$ cat src/rtl/page_pkg.sv
// page_pkg: shared widths, status codes, FSM states and fault rule for the page lookup controller
package page_pkg;
  localparam int DEF_IDX_W   = 8;
  localparam int DEF_REF_W   = 16;
  localparam int DEF_OFF_W   = 8;
  localparam int DEF_ENTRIES = 4;
  localparam int DEF_TMO_CYC = 16;
  localparam logic [1:0] ST_INV = 2'b00;
  localparam logic [1:0] ST_RW  = 2'b01;
  localparam logic [1:0] ST_RO  = 2'b10;
  localparam logic [1:0] ST_ERR = 2'b11;
  typedef enum logic [1:0] {IDLE, LOOKUP, DIR_WAIT, RESP} state_e;
  function automatic logic pinv_f(input logic [1:0] st, input logic rw);
    return (st == ST_INV) || (st == ST_ERR) || (st == ST_RO && rw);
  endfunction
endpackage

$ cat src/rtl/page_lookup_ctrl_if.sv
// page_lookup_ctrl_if: CPU request/response and page directory signals of the lookup controller
interface page_lookup_ctrl_if
  import page_pkg::*;
#(
  parameter int IDX_W = DEF_IDX_W,
  parameter int REF_W = DEF_REF_W,
  parameter int OFF_W = DEF_OFF_W
);
  logic                   REQ_V;
  logic                   REQ_RDY;
  logic [IDX_W+OFF_W-1:0] REQ_VA;
  logic                   RW;
  logic                   RSP_V;
  logic [REF_W+OFF_W-1:0] RSP_PA;
  logic                   PINV;
  logic [1:0]             STATUS;
  logic                   SINT;
  logic                   PLCK;
  logic                   DIR_REQ;
  logic [IDX_W-1:0]       DIR_IDX;
  logic                   DIR_ACK;
  logic [REF_W-1:0]       DIR_REF;
  logic [1:0]             DIR_STATUS;
  modport master (
    output REQ_V, REQ_VA, RW, SINT, PLCK, DIR_ACK, DIR_REF, DIR_STATUS,
    input  REQ_RDY, RSP_V, RSP_PA, PINV, STATUS, DIR_REQ, DIR_IDX
  );
  modport slave (
    input  REQ_V, REQ_VA, RW, SINT, PLCK, DIR_ACK, DIR_REF, DIR_STATUS,
    output REQ_RDY, RSP_V, RSP_PA, PINV, STATUS, DIR_REQ, DIR_IDX
  );
endinterface

$ cat src/rtl/page_tb_cam.sv
// page_tb_cam: fully-associative translation buffer with round-robin fill and flush
module page_tb_cam
  import page_pkg::*;
#(
  parameter int ENTRIES = DEF_ENTRIES,
  parameter int IDX_W   = DEF_IDX_W,
  parameter int REF_W   = DEF_REF_W
) (
  input  logic             clk,
  input  logic             rst_n,
  input  logic             flush_i,
  input  logic             wr_en_i,
  input  logic [IDX_W-1:0] wr_idx_i,
  input  logic [REF_W-1:0] wr_ref_i,
  input  logic [1:0]       wr_st_i,
  input  logic [IDX_W-1:0] lk_idx_i,
  output logic             hit_o,
  output logic [REF_W-1:0] ref_o,
  output logic [1:0]       st_o
);
  localparam int PW = $clog2(ENTRIES);
  logic [ENTRIES-1:0] vld_q;
  logic [PW-1:0]      ptr_q;
  logic [IDX_W-1:0]   idx_q [ENTRIES];
  logic [REF_W-1:0]   ref_q [ENTRIES];
  logic [1:0]         st_q  [ENTRIES];
  always_ff @(posedge clk or negedge rst_n) begin
    if (!rst_n) begin
      vld_q <= '0;
      ptr_q <= '0;
    end else if (flush_i) begin
      vld_q <= '0;
    end else if (wr_en_i) begin
      vld_q[ptr_q] <= 1'b1;
      ptr_q        <= ptr_q + PW'(1);
    end
  end
  // payload needs no reset: it is only visible through a set valid bit
  always_ff @(posedge clk) begin
    if (wr_en_i && !flush_i) begin
      idx_q[ptr_q] <= wr_idx_i;
      ref_q[ptr_q] <= wr_ref_i;
      st_q[ptr_q]  <= wr_st_i;
    end
  end
  always_comb begin
    hit_o = 1'b0;
    ref_o = '0;
    st_o  = '0;
    for (int i = 0; i < ENTRIES; i++) begin
      if (vld_q[i] && idx_q[i] == lk_idx_i) begin
        hit_o = 1'b1;
        ref_o = ref_q[i];
        st_o  = st_q[i];
      end
    end
  end
endmodule

$ cat src/rtl/page_lookup_ctrl.sv
// page_lookup_ctrl: translates {index,offset} to {ref,offset} via a TB, fetching misses from the page directory
module page_lookup_ctrl
  import page_pkg::*;
#(
  parameter int IDX_W   = DEF_IDX_W,
  parameter int REF_W   = DEF_REF_W,
  parameter int OFF_W   = DEF_OFF_W,
  parameter int ENTRIES = DEF_ENTRIES,
  parameter int TMO_CYC = DEF_TMO_CYC
) (
  input logic               SCLK,
  input logic               SRST,
  page_lookup_ctrl_if.slave bus
);
  localparam int TW = $clog2(TMO_CYC + 1);
  state_e                 state_q, state_d;
  logic [IDX_W+OFF_W-1:0] va_q, va_d;
  logic                   rw_q, rw_d;
  logic [TW-1:0]          tmo_q, tmo_d;
  logic                   disc_q, disc_d;
  logic [REF_W-1:0]       ref_q, ref_d;
  logic [1:0]             st_q, st_d;
  logic                   wr_en, hit, rsp_v, pinv;
  logic [REF_W-1:0]       cam_ref;
  logic [1:0]             cam_st;
  logic [IDX_W-1:0]       idx;
  assign idx = va_q[IDX_W+OFF_W-1:OFF_W];
  page_tb_cam #(.ENTRIES(ENTRIES), .IDX_W(IDX_W), .REF_W(REF_W)) u_cam (
    .clk      (SCLK),
    .rst_n    (SRST),
    .flush_i  (bus.SINT),
    .wr_en_i  (wr_en),
    .wr_idx_i (idx),
    .wr_ref_i (bus.DIR_REF),
    .wr_st_i  (bus.DIR_STATUS),
    .lk_idx_i (idx),
    .hit_o    (hit),
    .ref_o    (cam_ref),
    .st_o     (cam_st)
  );
  always_ff @(posedge SCLK or negedge SRST) begin
    if (!SRST) begin
      state_q <= IDLE;
      va_q    <= '0;
      rw_q    <= 1'b0;
      tmo_q   <= '0;
      disc_q  <= 1'b0;
      ref_q   <= '0;
      st_q    <= ST_INV;
    end else begin
      state_q <= state_d;
      va_q    <= va_d;
      rw_q    <= rw_d;
      tmo_q   <= tmo_d;
      disc_q  <= disc_d;
      ref_q   <= ref_d;
      st_q    <= st_d;
    end
  end
  always_comb begin
    state_d = state_q;
    va_d    = va_q;
    rw_d    = rw_q;
    tmo_d   = tmo_q;
    disc_d  = disc_q;
    ref_d   = ref_q;
    st_d    = st_q;
    wr_en   = 1'b0;
    case (state_q)
      IDLE: if (bus.REQ_V && bus.REQ_RDY) begin
        state_d = LOOKUP;
        va_d    = bus.REQ_VA;
        rw_d    = bus.RW;
      end
      LOOKUP: if (hit && !bus.SINT) begin
        state_d = RESP;
        ref_d   = cam_ref;
        st_d    = cam_st;
      end else begin
        state_d = DIR_WAIT;
        tmo_d   = '0;
        disc_d  = 1'b0;
      end
      DIR_WAIT: begin
        // a flush seen anywhere in the wait cancels the fill but not the response
        disc_d = disc_q | bus.SINT;
        if (bus.DIR_ACK) begin
          state_d = RESP;
          ref_d   = bus.DIR_REF;
          st_d    = bus.DIR_STATUS;
          wr_en   = (bus.DIR_STATUS == ST_RW || bus.DIR_STATUS == ST_RO) && !disc_q && !bus.SINT;
        end else if (tmo_q == TW'(TMO_CYC - 1)) begin
          state_d = RESP;
          ref_d   = '0;
          st_d    = ST_ERR;
        end else begin
          tmo_d = tmo_q + TW'(1);
        end
      end
      default: state_d = IDLE;
    endcase
  end
  assign rsp_v       = state_q == RESP;
  assign pinv        = rsp_v && pinv_f(st_q, rw_q);
  assign bus.RSP_V   = rsp_v;
  assign bus.PINV    = pinv;
  assign bus.STATUS  = rsp_v ? st_q : '0;
  assign bus.RSP_PA  = (rsp_v && !pinv) ? {ref_q, va_q[OFF_W-1:0]} : '0;
  assign bus.DIR_REQ = state_q == DIR_WAIT;
  assign bus.DIR_IDX = idx;
  assign bus.REQ_RDY = SRST && state_q == IDLE && !bus.PLCK && !bus.SINT;
endmodule
$ cat src/flat_wrapper.sv
// flat-port wrapper written by rule: the top's interface ports become plain ports
module page_lookup_ctrl_flat import page_pkg::*;
#(
  parameter int IDX_W   = DEF_IDX_W,
  parameter int REF_W   = DEF_REF_W,
  parameter int OFF_W   = DEF_OFF_W,
  parameter int ENTRIES = DEF_ENTRIES,
  parameter int TMO_CYC = DEF_TMO_CYC
)
  (SCLK, SRST, bus_REQ_V, bus_REQ_VA, bus_RW, bus_SINT, bus_PLCK, bus_DIR_ACK, bus_DIR_REF, bus_DIR_STATUS, bus_REQ_RDY, bus_RSP_V, bus_RSP_PA, bus_PINV, bus_STATUS, bus_DIR_REQ, bus_DIR_IDX);
  page_lookup_ctrl_if #(.IDX_W(IDX_W), .REF_W(REF_W), .OFF_W(OFF_W)) bus_i ();
  input logic SCLK;
  input logic SRST;
  input wire logic [$bits(bus_i.REQ_V)-1:0] bus_REQ_V;
  input wire logic [$bits(bus_i.REQ_VA)-1:0] bus_REQ_VA;
  input wire logic [$bits(bus_i.RW)-1:0] bus_RW;
  input wire logic [$bits(bus_i.SINT)-1:0] bus_SINT;
  input wire logic [$bits(bus_i.PLCK)-1:0] bus_PLCK;
  input wire logic [$bits(bus_i.DIR_ACK)-1:0] bus_DIR_ACK;
  input wire logic [$bits(bus_i.DIR_REF)-1:0] bus_DIR_REF;
  input wire logic [$bits(bus_i.DIR_STATUS)-1:0] bus_DIR_STATUS;
  output wire logic [$bits(bus_i.REQ_RDY)-1:0] bus_REQ_RDY;
  output wire logic [$bits(bus_i.RSP_V)-1:0] bus_RSP_V;
  output wire logic [$bits(bus_i.RSP_PA)-1:0] bus_RSP_PA;
  output wire logic [$bits(bus_i.PINV)-1:0] bus_PINV;
  output wire logic [$bits(bus_i.STATUS)-1:0] bus_STATUS;
  output wire logic [$bits(bus_i.DIR_REQ)-1:0] bus_DIR_REQ;
  output wire logic [$bits(bus_i.DIR_IDX)-1:0] bus_DIR_IDX;
  assign bus_i.REQ_V = bus_REQ_V;
  assign bus_i.REQ_VA = bus_REQ_VA;
  assign bus_i.RW = bus_RW;
  assign bus_i.SINT = bus_SINT;
  assign bus_i.PLCK = bus_PLCK;
  assign bus_i.DIR_ACK = bus_DIR_ACK;
  assign bus_i.DIR_REF = bus_DIR_REF;
  assign bus_i.DIR_STATUS = bus_DIR_STATUS;
  assign bus_REQ_RDY = bus_i.REQ_RDY;
  assign bus_RSP_V = bus_i.RSP_V;
  assign bus_RSP_PA = bus_i.RSP_PA;
  assign bus_PINV = bus_i.PINV;
  assign bus_STATUS = bus_i.STATUS;
  assign bus_DIR_REQ = bus_i.DIR_REQ;
  assign bus_DIR_IDX = bus_i.DIR_IDX;
  page_lookup_ctrl #(.IDX_W(IDX_W), .REF_W(REF_W), .OFF_W(OFF_W), .ENTRIES(ENTRIES), .TMO_CYC(TMO_CYC)) u_core (.SCLK(SCLK), .SRST(SRST), .bus(bus_i));
endmodule
$ cat config.mk
export PLATFORM = sky130hd
export DESIGN_NAME = page_lookup_ctrl_flat
export DESIGN_NICKNAME = d
export VERILOG_FILES = /design/src/rtl/page_pkg.sv /design/src/rtl/page_lookup_ctrl_if.sv /design/src/rtl/page_tb_cam.sv /design/src/rtl/page_lookup_ctrl.sv /design/src/flat_wrapper.sv
export SDC_FILE = /design/constraint.sdc
export NUM_CORES = 1
export LEC_CHECK = 0
export BUFFER_PORTS_ARGS = -buffer_cell sky130_fd_sc_hd__buf_4
export CAP_MARGIN = 25
export CORE_UTILIZATION = 35
export DETAILED_ROUTE_END_ITERATION = 10
export SLEW_MARGIN = 20
export SYNTH_ARGS = -nofsm -noshare
export SYNTH_HDL_FRONTEND = slang
export SYNTH_HIERARCHICAL = 1
export SYNTH_SLANG_ARGS = --single-unit
$ cat constraint.sdc
create_clock -name SCLK -period 7.1 [get_ports SCLK]
set_input_delay 0.355 -clock SCLK [delete_from_list [all_inputs] [get_ports SCLK]]
set_output_delay 0.355 -clock SCLK [all_outputs]
set_load 0.01 [all_outputs]
==> results of run 1 <==
cells in the final DEF (no fill, tap or decap), drive strengths merged, types with 2 or more instances in the layout:
| cell type | instances |
|---|---|
| edfxtp | 104 |
| buf | 86 |
| dfrtp | 49 |
| xnor2 | 34 |
| and3 | 33 |
| nand2 | 28 |
| inv | 27 |
| clkbuf | 25 |
| a21oi | 20 |
| mux2 | 20 |
| nand3 | 19 |
| nor2b | 18 |
| mux2i | 17 |
| a21o | 14 |
| nor2 | 13 |
| o21ai | 13 |
| ha | 11 |
| a311oi | 9 |
| a211oi | 9 |
| o21bai | 8 |
| and2 | 8 |
| nand4 | 6 |
| clkinv | 6 |
| nor3 | 5 |
| o22ai | 3 |
| nand2b | 2 |
| nand3b | 2 |
| or3 | 2 |
| nor3b | 2 |
through the flow:
stage,hold slack (ns),cells
final,0.144,867
after global placement,0.432,832
after floorplan,0.0594,521
after CTS,0.130,865
after detailed placement,0.447,832
after global routing,0.127,867
cells in the mapped netlist (all sizes together) (3+ instances only):
cell | instances | area, µm²
nand4 | 6 | 37.5
a21o | 14 | 105
a211oi | 9 | 72.6
dfrtp | 49 | 1230
inv | 26 | 97.6
ha | 11 | 138
and2 | 8 | 50.1
o21ai | 13 | 65.1
nor2 | 13 | 48.8
mux2i | 17 | 170
nand3 | 19 | 148
xnor2 | 34 | 298
mux2 | 20 | 263
clkbuf | 11 | 46.3
a21oi | 20 | 100
o21bai | 8 | 60.1
nor2b | 18 | 113
nor3 | 5 | 51.3
edfxtp | 104 | 3120
a311oi | 9 | 78.8
and3 | 33 | 206
o22ai | 3 | 18.8
nand2 | 28 | 105
buf | 27 | 235
kinds of logic (layout without fill, tap and decap cells):
group	Yosys count	in the layout	share of synthesized area [%]
AO/OA/AOI/OAI	80	80	7.65
XOR/XNOR	34	34	4.25
adder cells (fa/ha/maj)	11	11	1.97
buffers and inverters	64	145	5.42
flip-flops	153	153	62.1
multiplexers	37	37	6.19
AND/OR/NAND/NOR	142	142	12.4
power by group:
part | internal (W) | total (W) | switching [W]
combinational | 0.000325 | 0.000680 | 0.000356
clock | 0.000484 | 0.000821 | 0.000337
sequential | 0.00110 | 0.00122 | 0.000122
sequential cells by signal, summed over array words and instances, names as in the netlist:
signal and count:
u_core/u_cam/st_q 8, u_core/tmo_q 5, u_core/disc_q 1, u_core/u_cam/ref_q 64, u_core/st_q 2, u_core/u_cam/ptr_q 2, u_core/state_q 2, u_core/u_cam/idx_q 32
u_core/ref_q 16, u_core/u_cam/vld_q 4, u_core/va_q 16, u_core/rw_q 1
worst reg2reg max path: cells and delay by family, from the launching register on:
family,cells,cell delay [ns]
DFF,1,0.50
AOI/OAI and AO/OA,1,0.50
and+or+nand+nor,5,1.18
buffers and inverters,1,0.26
muxes,1,0.24
xor gates and xnor gates,1,0.28
cell type report:
class | count | share of cell area [%]
Multi-Input combinational cell | 304 | 27.7
Clock inverter | 7 | 0.484
Inverter | 26 | 1.18
Tap cell | 265 | 4.01
Timing Repair Buffer | 87 | 8.06
Clock buffer | 25 | 6.01
Sequential cell | 153 | 52.6
layer usage:
metal / GRT usage [%] / up-vias / routed length [µm]
li1: - / 2002 / -
met1: 19.8 / 2138 / 6860
met2: 27.4 / 67 / 8050
met3: 3.43 / 19 / 445
met4: 6.05 / 0 / 223
met5: 0 / - / 0
worst paths after layout:
| kind | from | end | slack [ns] |
|---|---|---|---|
| min reg2reg | u_core/u_cam/vld_q[1]$_DFFE_PN0P_ | u_core/u_cam/vld_q[1]$_DFFE_PN0P_ | 0.48 |
| min | bus_DIR_REF[2] | u_core/u_cam/ref_q[0][2]$_DFFE_PP_ | 0.14 |
| min in group asynchronous | SRST | u_core/va_q[10]$_DFFE_PN0P_ | 0.52 |
| max reg2reg | u_core/va_q[11]$_DFFE_PN0P_ | u_core/ref_q[10]$_DFFE_PN0P_ | 4.06 |
| max in group asynchronous | SRST | u_core/ref_q[8]$_DFFE_PN0P_ | 6.09 |
| max | u_core/va_q[11]$_DFFE_PN0P_ | u_core/ref_q[10]$_DFFE_PN0P_ | 4.06 |
==> metrics.cfg, run 1 <==
[status]
outcome=completed

[synth]
yosys_warnings=6
async_reset_ff_share_pct=32.0
synth_edf_count=104
synth_seq_cells=153
syn_nets=573
yosysUniqueCellTypes=49
synth_ff_type=edfxtp_1
synth.avg_cell_area_um2=13.4
synth_area_um2=7000
synthCells=521
yosysSeqAreaShare_pct=62.1

[clock_network]
ctsHoldBuffers=1
cts.clk_slew.worst_paths_ns=0.06
cts_sinks=153
cts_setup_buffers=0
insertion_delay_ns=0.42
numCtsBuffers=17
cts_tree=yes
cts_root_buf=clkbuf_16
clk_path_buf_depth=2
h-tree-depth=4
cts_resized=0

[sta]
hold_viol=0
tightest_slew_ns=1.02
slew_headroom_pct=31.8
worst_slack_ns=4.06
period_minus_slack_ns=3.04
rsz0062_at_grt=false
fmax_mhz=329
setup_viol=0
drv_slew=0
post-route-period-util_pct=42.9
fin_tns_setup_ns=0
final.setup_skew_ns=0.00836

[layout]
fin_util_pct=42.4
fin_nets=641
area_growth_pct=18.2
stdcell_area_um2=8270
multi_input_comb_area_um2=2290
antenna_cells=0
regArea_um2=4350
nFillCells=1878
drive_above_1_share_pct=25.4

[floorplan]
core-area_um2=19500
core.rowCount=51
die_h_um=143
io_pins=79
start_util_pct=35.8
die_area_um2=20600
dieWidth_um=143

[power_and_ir_drop]
power.leakage_nw=3.37
peakVddDrop_mv=0.159
powerDensity_nw_per_um2=329
p_total_w=0.00272

[critical_path]
worstSetupEndpointType=flop
crit_cells=9
path_class=flop to flop
crit_chain=xnor2_1 > nand4_1 > nor3_2 > nor2_1 > nand2_1 > nand2b_1 > a211oi_4 > buf_6 > mux2i_1
cp_data_arrival_time_ns=3.37
ff2ff_path_depth=9
critical_path.top_delay_family=simple AND/OR/NAND/NOR gates
cp_data_required_time_ns=7.43
slowest_stage=nor3_2
path_max_fanout=12
slowest_delay_ns=0.58
cp-start-kind=flop
path_buf_inv=1

[detailed_routing]
wl_per_cell_um=18.0
via_per_inst=4.87
finalWirelength_um=15600
drc=0
vias=4226
first_pass_iters=4
drt_iter0_drc=262
drtAntennaViolNets=0

[placement]
place_ws_ns=3.63
place_area_um2=7700
hpwl_um=9790
place_congestion=0.801
io_buffers=78

[min_path]
min_path_cells=1
hp-class=input pin to flop

[global_route]
grt_max_degree=52
grt_pass1_wl_um=24100
grt_overflow=0
grt_util_all_layers_pct=16.0
grt_pass1_vias=4413
antenna_found_initial=0

[job]
cap_violations=0

(Power assumes the default switching activity.)
==> inputs of run 2 (changes only) <==
- ABC_AREA: unset -> 1
- clock period: 7.1 -> 2.7 ns (I/O delays scaled with it)
==> run 2 against run 1 <==
- critical path depth is 2 lower
- sequential cell count stayed put
- register-to-register slack worse by 3.7 ns
- non-clock buffer count is 42 higher
- first-iteration DRC count is 41% higher
- clock-buffer cell count stayed put
- synthesized cell count is 57% higher
- synthesized area is 7.5% higher
- utilization is 1.8 points higher
- clock power grew to 2.8 times the previous value
- via count is 31% higher
- global-route usage is 1.3 points higher
- largest cell class unchanged
- largest power group unchanged
==> metrics.cfg, run 2 <==
[synth]
synth_top_area_cell=edfxtp_1
synth_edf_count=104
synth.most_common_cell=nand2_1
synth_top_area_share_pct=41.5
yosysSeqAreaShare_pct=57.8
synthCells=819
synth_seq_cells=153
synth_ff_type=edfxtp_1
yosys_warnings=6
synth_common_cells=nand2_1 (219), inv_1 (131), edfxtp_1 (104), nor2_1 (85), dfrtp_1 (49)
async_reset_ff_share_pct=32.0
syn_nets=871
synth.avg_cell_area_um2=9.19
synth_area_um2=7530
yosysUniqueCellTypes=36
yosys-top-cells-area=edfxtp_1 (41%), dfrtp_1 (16%), nand2_1 (11%)

[status]
outcome=completed

[layout]
drive_above_1_share_pct=18.8
mostFrequentLayoutCells=nand2_1 (219), inv_1 (131), edfxtp_1 (104)
layout.cells.non_filler=1222
reg_top3=u_core/u_cam/ref_q (64), u_core/u_cam/idx_q (32)
largest_reg_flops=64
antenna_cells=0
fin_nets=986
final_common_cell=nand2_1
multi_input_comb_area_um2=2400
regArea_um2=4350
stdcell_area_um2=9290
area_growth_pct=23.4
nFillCells=2007
regMostFlops=u_core/u_cam/ref_q

[global_route]
grt_max_degree=50
globalRouteMet2Util_pct=26.5
grt_most_used_layer=met2
grt_util_all_layers_pct=17.3
grt_pass1_wl_um=28900
use_met1_pct=24.4
antenna_found_initial=0
grt_overflow=0
grtUsageMet3_pct=3.68
grt_pass1_vias=5361

[detailed_routing]
first_pass_iters=5
wl_per_cell_um=14.5
finalWirelength_um=17700
vias=5549
drc=0
via_per_inst=4.54
drtAntennaViolNets=0
drt_iter0_drc=370

[sta]
period_minus_slack_ns=2.42
drv_slew=0
tightest_slew_ns=0.677
post-route-period-util_pct=89.5
rsz0062_at_grt=false
final.setup_skew_ns=0.00932
fin_tns_setup_ns=0
hold_viol=0
slew_headroom_pct=54.9
fmax_mhz=414
setup_viol=0

[clock_network]
cts.clk_slew.worst_paths_ns=0.06
cts_root_buf=clkbuf_16
cts_resized=0
cts_tree=yes
h-tree-depth=4
insertion_delay_ns=0.43
cts_sinks=153
clk_path_buf_depth=2
numCtsBuffers=17

[power_and_ir_drop]
peakVddDrop_mv=0.550
internal-power_w=0.00507
switching_power_w=0.00247
pwr-share-comb_pct=26.5
swShare_pct=32.8
pwr-share-clk_pct=30.8
powerDensity_nw_per_um2=812
p_total_w=0.00754
seqPwrFrac_pct=42.7
power.leakage_nw=4.14

[min_path]
hp-class=input pin to flop

[floorplan]
die_h_um=149
die_area_um2=22100
io_pins=79
core.rowCount=53
core-area_um2=21000
start_util_pct=35.8
dieWidth_um=149

[critical_path]
worstSetupEndpointType=output port
path_class=flop to output port
cp_data_arrival_time_ns=2.28
cp_data_required_time_ns=2.57
path_max_fanout=15
cp-start-kind=flop

[job]
cap_violations=0

[placement]
place_area_um2=8340
io_buffers=78
dp_cells=1153
place_congestion=0.824
hpwl_um=11600

run 2: cell type report:
class                      instances  area share, %
tap                              275           3.71
multi-input combinational        491           25.8
sequential                       153           46.8
inverter                         142           5.82
clock buffer                      25           5.23
timing repair buffer             129           11.6
clock inverter                     7           1.01
run 2: worst max-delay path, stage by stage (launching register included):
cell     delay [ns]
dfrtp_1        0.39
inv_1          0.06
ha_1           0.28
a21oi_1        0.16
nand2_1        0.30
buf_4          0.31
nor2_1         0.19
buf_4          0.16
run 2: logic make-up after synthesis:
group / share of synthesized area, %
buffers and inverters: 10.5
and+or+nand+nor: 21.3
adders and majority gates: 1.83
xor gates and xnor gates: 1.05
AOI/OAI and AO/OA: 7.58
DFF: 57.8
run 2: what timing repair did:
item / 4_1_cts / 5_1_grt
hold buffers: 37 / 0
hold endpoints to repair: 141 / 0
buffers inserted: 0 / 0
run 2: through the flow:
stage	setup slack, ns	utilization (%)	hold WS [ns]
2_1_floorplan	-0.316	-	-0.161
3_3_place_gp	0.347	39.7	0.347
3_5_place_dp	0.331	39.7	0.347
4_1_cts	0.249	44.2	0.196
5_1_grt	0.0709	44.2	0.206
6_report	0.284	44.2	0.214
run 2: path summary, 6_finish.rpt:
check / from / endpoint / slack (ns) / cells after the start
setup / recovery: u_core/st_q[0]$_DFFE_PN0P_ / bus_RSP_PA[8] / 0.28 / 7
hold / removal: bus_DIR_ACK / u_core/ref_q[8]$_DFFE_PN0P_ / 0.21 / 5
setup reg to reg: u_core/va_q[11]$_DFFE_PN0P_ / u_core/ref_q[9]$_DFFE_PN0P_ / 0.34 / 14
hold reg to reg: u_core/tmo_q[4]$_DFFE_PN0P_ / u_core/tmo_q[4]$_DFFE_PN0P_ / 0.48 / 2
max in group asynchronous: SRST / u_core/ref_q[7]$_DFFE_PN0P_ / 1.83 / 3
min in group asynchronous: SRST / u_core/va_q[4]$_DFFE_PN0P_ / 0.41 / 3
run 2: routing by layer:
layer,share of wire (%),vias to the layer above,wire length [µm]
met3,4.8,20,857
li1,-,2818,-
met4,1.2,0,211
met2,46,131,8100
met1,48,2580,8560
met5,0,-,0
run 2: power by group through the flow:
stage	Combinational (W)	Sequential, W	Clock [W]
6_report	0.00200	0.00322	0.00233
5_1_grt	0.00226	0.00327	0.00248
4_1_cts	0.00202	0.00323	0.00237
3_5_place_dp	0.00197	0.00327	0
3_3_place_gp	0.00196	0.00326	0
2_1_floorplan	0.00152	0.00314	0
